**src/rtl/mem_copy_dma.sv**
```systemverilog
// Word-granular memory-to-memory copy engine on a single RAM port.
// Optional DMA_FILL_EN macro adds a pattern-fill mode (no read phase).
module mem_copy_dma #(
  parameter int ADDR_WIDTH = 15,
  parameter int LEN_WIDTH  = 13
) (
  input  logic                  clk,
  input  logic                  rst,
  input  logic                  start,
  input  logic [ADDR_WIDTH-1:0] src_addr,
  input  logic [ADDR_WIDTH-1:0] dst_addr,
  input  logic [LEN_WIDTH-1:0]  len_words,
`ifdef DMA_FILL_EN
  input  logic                  fill,
  input  logic [31:0]           fill_pattern,
`endif
  output logic                  busy,
  output logic                  done,
  output logic [ADDR_WIDTH-1:0] mem_addr,
  output logic [31:0]           mem_wdata,
  output logic [3:0]            mem_wenable,
  input  logic [31:0]           mem_rdata
);

  typedef enum logic [1:0] {
    S_IDLE,
    S_READ,
    S_WRITE,
    S_DONE
  } state_e;

  localparam logic [ADDR_WIDTH-1:0] ALIGN =
    {{(ADDR_WIDTH-2){1'b1}}, 2'b00};
  localparam logic [ADDR_WIDTH-1:0] STEP = ADDR_WIDTH'(4);
  localparam logic [LEN_WIDTH-1:0]  ONE  = LEN_WIDTH'(1);

  state_e                state_q, state_d;
  logic [ADDR_WIDTH-1:0] src_ptr_q, src_ptr_d;
  logic [ADDR_WIDTH-1:0] dst_ptr_q, dst_ptr_d;
  logic [LEN_WIDTH-1:0]  remaining_q, remaining_d;
  logic [31:0]           buffer_q, buffer_d;
  logic                  fill_mode;

`ifdef DMA_FILL_EN
  logic fill_q, fill_d;
  assign fill_mode = fill_q;
`else
  assign fill_mode = 1'b0;
`endif

  // State and datapath registers, synchronous active-high reset
  always_ff @(posedge clk) begin
    if (rst) begin
      state_q     <= S_IDLE;
      src_ptr_q   <= '0;
      dst_ptr_q   <= '0;
      remaining_q <= '0;
      buffer_q    <= '0;
`ifdef DMA_FILL_EN
      fill_q      <= 1'b0;
`endif
    end else begin
      state_q     <= state_d;
      src_ptr_q   <= src_ptr_d;
      dst_ptr_q   <= dst_ptr_d;
      remaining_q <= remaining_d;
      buffer_q    <= buffer_d;
`ifdef DMA_FILL_EN
      fill_q      <= fill_d;
`endif
    end
  end

  // Next-state: copy alternates READ/WRITE, fill stays in WRITE
  always_comb begin
    state_d = state_q;
    unique case (state_q)
      S_IDLE: begin
        if (start) begin
          if (len_words == '0) begin
            state_d = S_DONE;
`ifdef DMA_FILL_EN
          end else if (fill) begin
            state_d = S_WRITE;
`endif
          end else begin
            state_d = S_READ;
          end
        end
      end
      S_READ:  state_d = S_WRITE;
      S_WRITE: begin
        if (remaining_q == ONE) begin
          state_d = S_DONE;
        end else if (fill_mode) begin
          state_d = S_WRITE;
        end else begin
          state_d = S_READ;
        end
      end
      S_DONE:  state_d = S_IDLE;
      default: state_d = S_IDLE;
    endcase
  end

  // Datapath updates: latch on start, capture on read, advance on write
  always_comb begin
    src_ptr_d   = src_ptr_q;
    dst_ptr_d   = dst_ptr_q;
    remaining_d = remaining_q;
    buffer_d    = buffer_q;
`ifdef DMA_FILL_EN
    fill_d      = fill_q;
`endif
    unique case (state_q)
      S_IDLE: begin
        if (start) begin
          src_ptr_d   = src_addr & ALIGN;
          dst_ptr_d   = dst_addr & ALIGN;
          remaining_d = len_words;
`ifdef DMA_FILL_EN
          fill_d      = fill;
          if (fill) begin
            buffer_d = fill_pattern;
          end
`endif
        end
      end
      S_READ: begin
        buffer_d = mem_rdata;
      end
      S_WRITE: begin
        src_ptr_d   = src_ptr_q + STEP;
        dst_ptr_d   = dst_ptr_q + STEP;
        remaining_d = remaining_q - ONE;
      end
      default: begin
        buffer_d = buffer_q;
      end
    endcase
  end

  // Memory port and status outputs decoded from the current state
  always_comb begin
    busy        = 1'b0;
    done        = 1'b0;
    mem_addr    = '0;
    mem_wdata   = '0;
    mem_wenable = 4'h0;
    unique case (state_q)
      S_READ: begin
        busy     = 1'b1;
        mem_addr = src_ptr_q;
      end
      S_WRITE: begin
        busy        = 1'b1;
        mem_addr    = dst_ptr_q;
        mem_wdata   = buffer_q;
        mem_wenable = 4'hF;
      end
      S_DONE: begin
        done = 1'b1;
      end
      default: begin
        busy = 1'b0;
      end
    endcase
  end

endmodule

```
**config.mk**
```make
export PLATFORM = sky130hd
export DESIGN_NAME = mem_copy_dma
export DESIGN_NICKNAME = d
export VERILOG_FILES = /design/src/rtl/mem_copy_dma.sv
export SDC_FILE = /design/constraint.sdc
export NUM_CORES = 1
export LEC_CHECK = 0
export ABC_CLOCK_PERIOD_IN_PS = 2600
export CAP_MARGIN = 20
export CORE_ASPECT_RATIO = 0.9
export CORE_MARGIN = 2
export CORE_UTILIZATION = 43
export CTS_CLUSTER_DIAMETER = 30
export DETAILED_ROUTE_END_ITERATION = 7
export GPL_TIMING_DRIVEN = 0
export PLACE_DENSITY_LB_ADDON = 0.15
export SKIP_CTS_REPAIR_TIMING = 1
export SYNTH_ARGS = -nofsm -noshare
export SYNTH_HDL_FRONTEND = slang
export SYNTH_SLANG_ARGS = --single-unit
```
**constraint.sdc**
```tcl
create_clock -name clk -period 2.6 [get_ports clk]
set_input_delay 0.78 -clock clk [delete_from_list [all_inputs] [get_ports clk]]
set_output_delay 0.78 -clock clk [all_outputs]
set_load 0.005 [all_outputs]
```
==> flow_summary_export.csv <==
group,metric,value,unit
final_layout,fin_nets,753,
grt,grt-ovfl-total,0,
floorplanning,area_of_the_core,9570,sq um
critical_path,critPathKind,"flip-flop to primary output",
critical_path,worstRegToRegCells,10,
routing,detail_route.vias_per_cell,5.82,
sta,worst_slew_pin_slew,0.709,ns
critical_path,critical_path.startpoint,"state_q[0]",
critical_path,critical_path_required,1.82,ns
critical_path,worstSetupEndpointType,"primary output",
yosys,synth_seq_area_share,34.9,%
critical_path,path_delay_family,"buffers and inverters",
floorplanning,die_outline_height,97.7,microns
placement,portBuffers,123,
floorplanning,initial_core_util,43.8,%
placement,placement.setup.worst_slack,-0.780,ns
routing,ant_nets,0,
yosys,synthesis.yosys.warnings,0,
placement,detailed_place.area,5590,sq um
critical_path,crit_cells,10,
critical_path,path_common_cell,"sky130_fd_sc_hd__buf_8",
worst_hold_path,min-delay-path-class,"flip-flop to flip-flop",
routing,drt_iter0_drc,402,
critical_path,timing.critical_path.arrival,1.88,ns
sta,maxSlewHeadroom,52.7,%
sta,number_of_max_slew_violations_in_the_final_report,0,
run_status,violations,"setup timing",
yosys,syn_avg_cell_area,8.25,sq um
routing,wl_cell,18.7,microns
critical_path,crit_path_start_kind,"flip-flop",
placement,gp_routability_congestion,0.920,
grt,first_global_vias,4336,
power_and_ir_drop,total_leakage_power,3.02,nW
placement,hpwl_dp,10.1,mm
final_layout,fill_cell_total_of_the_finished_layout,832,
yosys,synth_unique_cells,57,
routing,drt_wl_total,14.9,mm
cts,clockBufferDepth,2,
sta,maxClockFrequency,376,MHz
yosys,count_of_flip_flops_with_a_built_in_enable_after_synthesis,0,
final_layout,final_layout_size_suffix_gt1_share,15.9,%
grt,antenna_found_initial,0,
cts,clk_pin_slew,0.08,ns
sta,final-setup-viol-count,4,
floorplanning,top_level_ports,131,
cts,clk_latency,0.36,ns
grt,grt_first_pass_wirelength,22.4,mm
critical_path,timing.reg2reg.setup_slack,0.21,ns
yosys,ys_ff_latch,73,
grt,groute.usage.overall,27.2,%
critical_path,crit_buf_inv,7,
final_layout,mostFrequentLayoutCell,"sky130_fd_sc_hd__clkdlybuf4s50_1",
run_status,outcome,"finished, violations left",
critical_path,max_stage_delay,0.38,ns
placement,cells_after_dpl,758,
routing,route.detailed.drc,0,
power_and_ir_drop,finalPower,6.36,mW
cts,cts_root_buffer,"sky130_fd_sc_hd__clkbuf_8",
critical_path,critical_path.reg2reg.endpoint,"dst_ptr_q[4]",
routing,pre_repair_dr_iteration_count,5,
critical_path,worst-path-max-fanout,6,
floorplanning,fp-row-count,34,
flow_run,cap_violations,0,
power_and_ir_drop,power.ir.vdd_worst,0.495,mV
routing,num_vias,4639,
yosys,synth-main-ff-cell,"sky130_fd_sc_hd__dfxtp_1",
final_layout,final-instance-count-excl-fill,797,
final_layout,area_delta_synth_final,50.4,%
sta,fin_crit_sh,102,%
final_layout,finished_layout_cell_area,6300,sq um
grt,grt_start_max_net_pins,13,
critical_path,slowest_stage_cell_on_the_critical_path,"sky130_fd_sc_hd__dfxtp_4",
final_layout,finish.utilization,65.9,%
sta,finalWorstPathRequiredPeriod,2.66,ns
critical_path,worstSetupEndpoint,"mem_addr[3]",
cts,numClockSinks,73,
sta,finClkSkew,0.0110,ns
critical_path,worst_r2r_startpoint,"state_q[0]",
final_layout,antenna_cells_inserted,0,
power_and_ir_drop,power_per_cell_area,1010,nW/um^2
critical_path,path_cells,"inv_4 > ha_4 > buf_8 > buf_12 > buf_8 > buf_8 > buf_6 > a22oi_2 > nor2b_1 > buf_2",
sta,grt_setup_unrepaired,"yes",
sta,postLayoutSetupSlackWorst,-0.0595,ns
final_layout,most-common-layout-cells,"78 x sky130_fd_sc_hd__clkdlybuf4s50_1, 71 x sky130_fd_sc_hd__dfxtp_1, 59 x sky130_fd_sc_hd__nor2_1",
yosys,ys_async_sr_fraction,0,%
yosys,post_synth_instance_area,4190,sq um
yosys,synthCells,508,
floorplanning,die-area,10600,sq um
cts,ctsHtreeMaxLevel,3,
sta,finalHoldViolCount,0,
floorplanning,chipWidth,108,microns
cts,cts-buffers-inserted,9,
cts,cts_tree,"built",
## stage by stage
| stage | TNS, ns | hold WS [ns] |
|---|---|---|
| 2_1_floorplan | 0 | 0.445 |
| 3_3_place_gp | -27.02 | 0.460 |
| 3_5_place_dp | -28.70 | 0.462 |
| 4_1_cts | -44.98 | 0.472 |
| 5_1_grt | -0.665 | 0.500 |
| 6_report | -0.176 | 0.476 |
## cells in the mapped netlist, drive strengths merged (5+ instances only)
library cell	count	share of area [%]
dfxtp	73	35
nor2	59	5.3
mux2i	40	9.5
and2	33	4.9
a21oi	32	3.8
buf	25	3.8
clkbuf	21	1.9
nand2	21	1.9
nor2b	18	2.7
o21ai	18	2.1
a22oi	17	3.0
inv	15	1.3
nand3	14	1.7
nand4	13	2.3
nor3	10	1.2
ha	8	2.4
nor4	6	0.90
a211oi	5	0.90
a31oi	5	0.75
and3	5	0.75
nand3b	5	0.90
o22ai	5	0.75
## cell families (layout without fill, tap and decap cells)
family | Yosys count | after routing | synth area share [%]
AND/OR/NAND/NOR | 204 | 204 | 26.3
AO/OA/AOI/OAI | 118 | 118 | 19.1
flip-flops | 73 | 73 | 34.9
buffers and inverters | 61 | 223 | 6.98
multiplexers | 43 | 43 | 10.4
adder cells (fa/ha/maj) | 8 | 8 | 2.39
other | 1 | 2 | 0.0894
## how the worst min path moves through the flow
stage               cells after the start        endpoint           start  slack, ns
finish                                  2  remaining_q[1]  remaining_q[1]       0.48
global route                            2  remaining_q[1]  remaining_q[1]       0.50
CTS                                     2  remaining_q[1]  remaining_q[1]       0.47
detailed placement                      2  remaining_q[1]  remaining_q[1]       0.46
global placement                        2  remaining_q[1]  remaining_q[1]       0.46
floorplan                               2  remaining_q[1]  remaining_q[1]       0.45
## registers in the layout, indices dropped and copies added (netlist names)
register	cells
dst_ptr_q	13
state_q	2
remaining_q	13
buffer_q	32
src_ptr_q	13
## tightest hold or removal path: stages (launching register included)
cell and delay [ns]:
sky130_fd_sc_hd__dfxtp_1 0.33, sky130_fd_sc_hd__nand2_1 0.06, sky130_fd_sc_hd__a21oi_1 0.05
## power breakdown
group	switching, mW	total, mW	internal, mW	leakage (nW)
Combinational	1.86	3.59	1.73	2.33
Sequential	0.372	1.85	1.48	0.600
Clock	0.453	0.920	0.466	0.0916
## metal layers
layer | routed length [microns] | vias to the layer above | GRT usage, %
li1 | - | 2146 | -
met1 | 5950 | 2151 | 34.9
met2 | 6720 | 291 | 43.9
met3 | 1690 | 51 | 8.18
met4 | 544 | 0 | 8.19
met5 | 0 | - | 0
## final cells by class
class	instances	area, sq um	share of cell area (%)
multi-input combinational	375	2530	40.1
timing repair buffer	149	1530	24.2
sequential	73	1470	23.3
buffer	44	372	5.89
tap	126	158	2.50
clock buffer	11	141	2.24
inverter	15	58.8	0.933
clock inverter	4	53.8	0.853
Power figures use the tool's default switching activity.
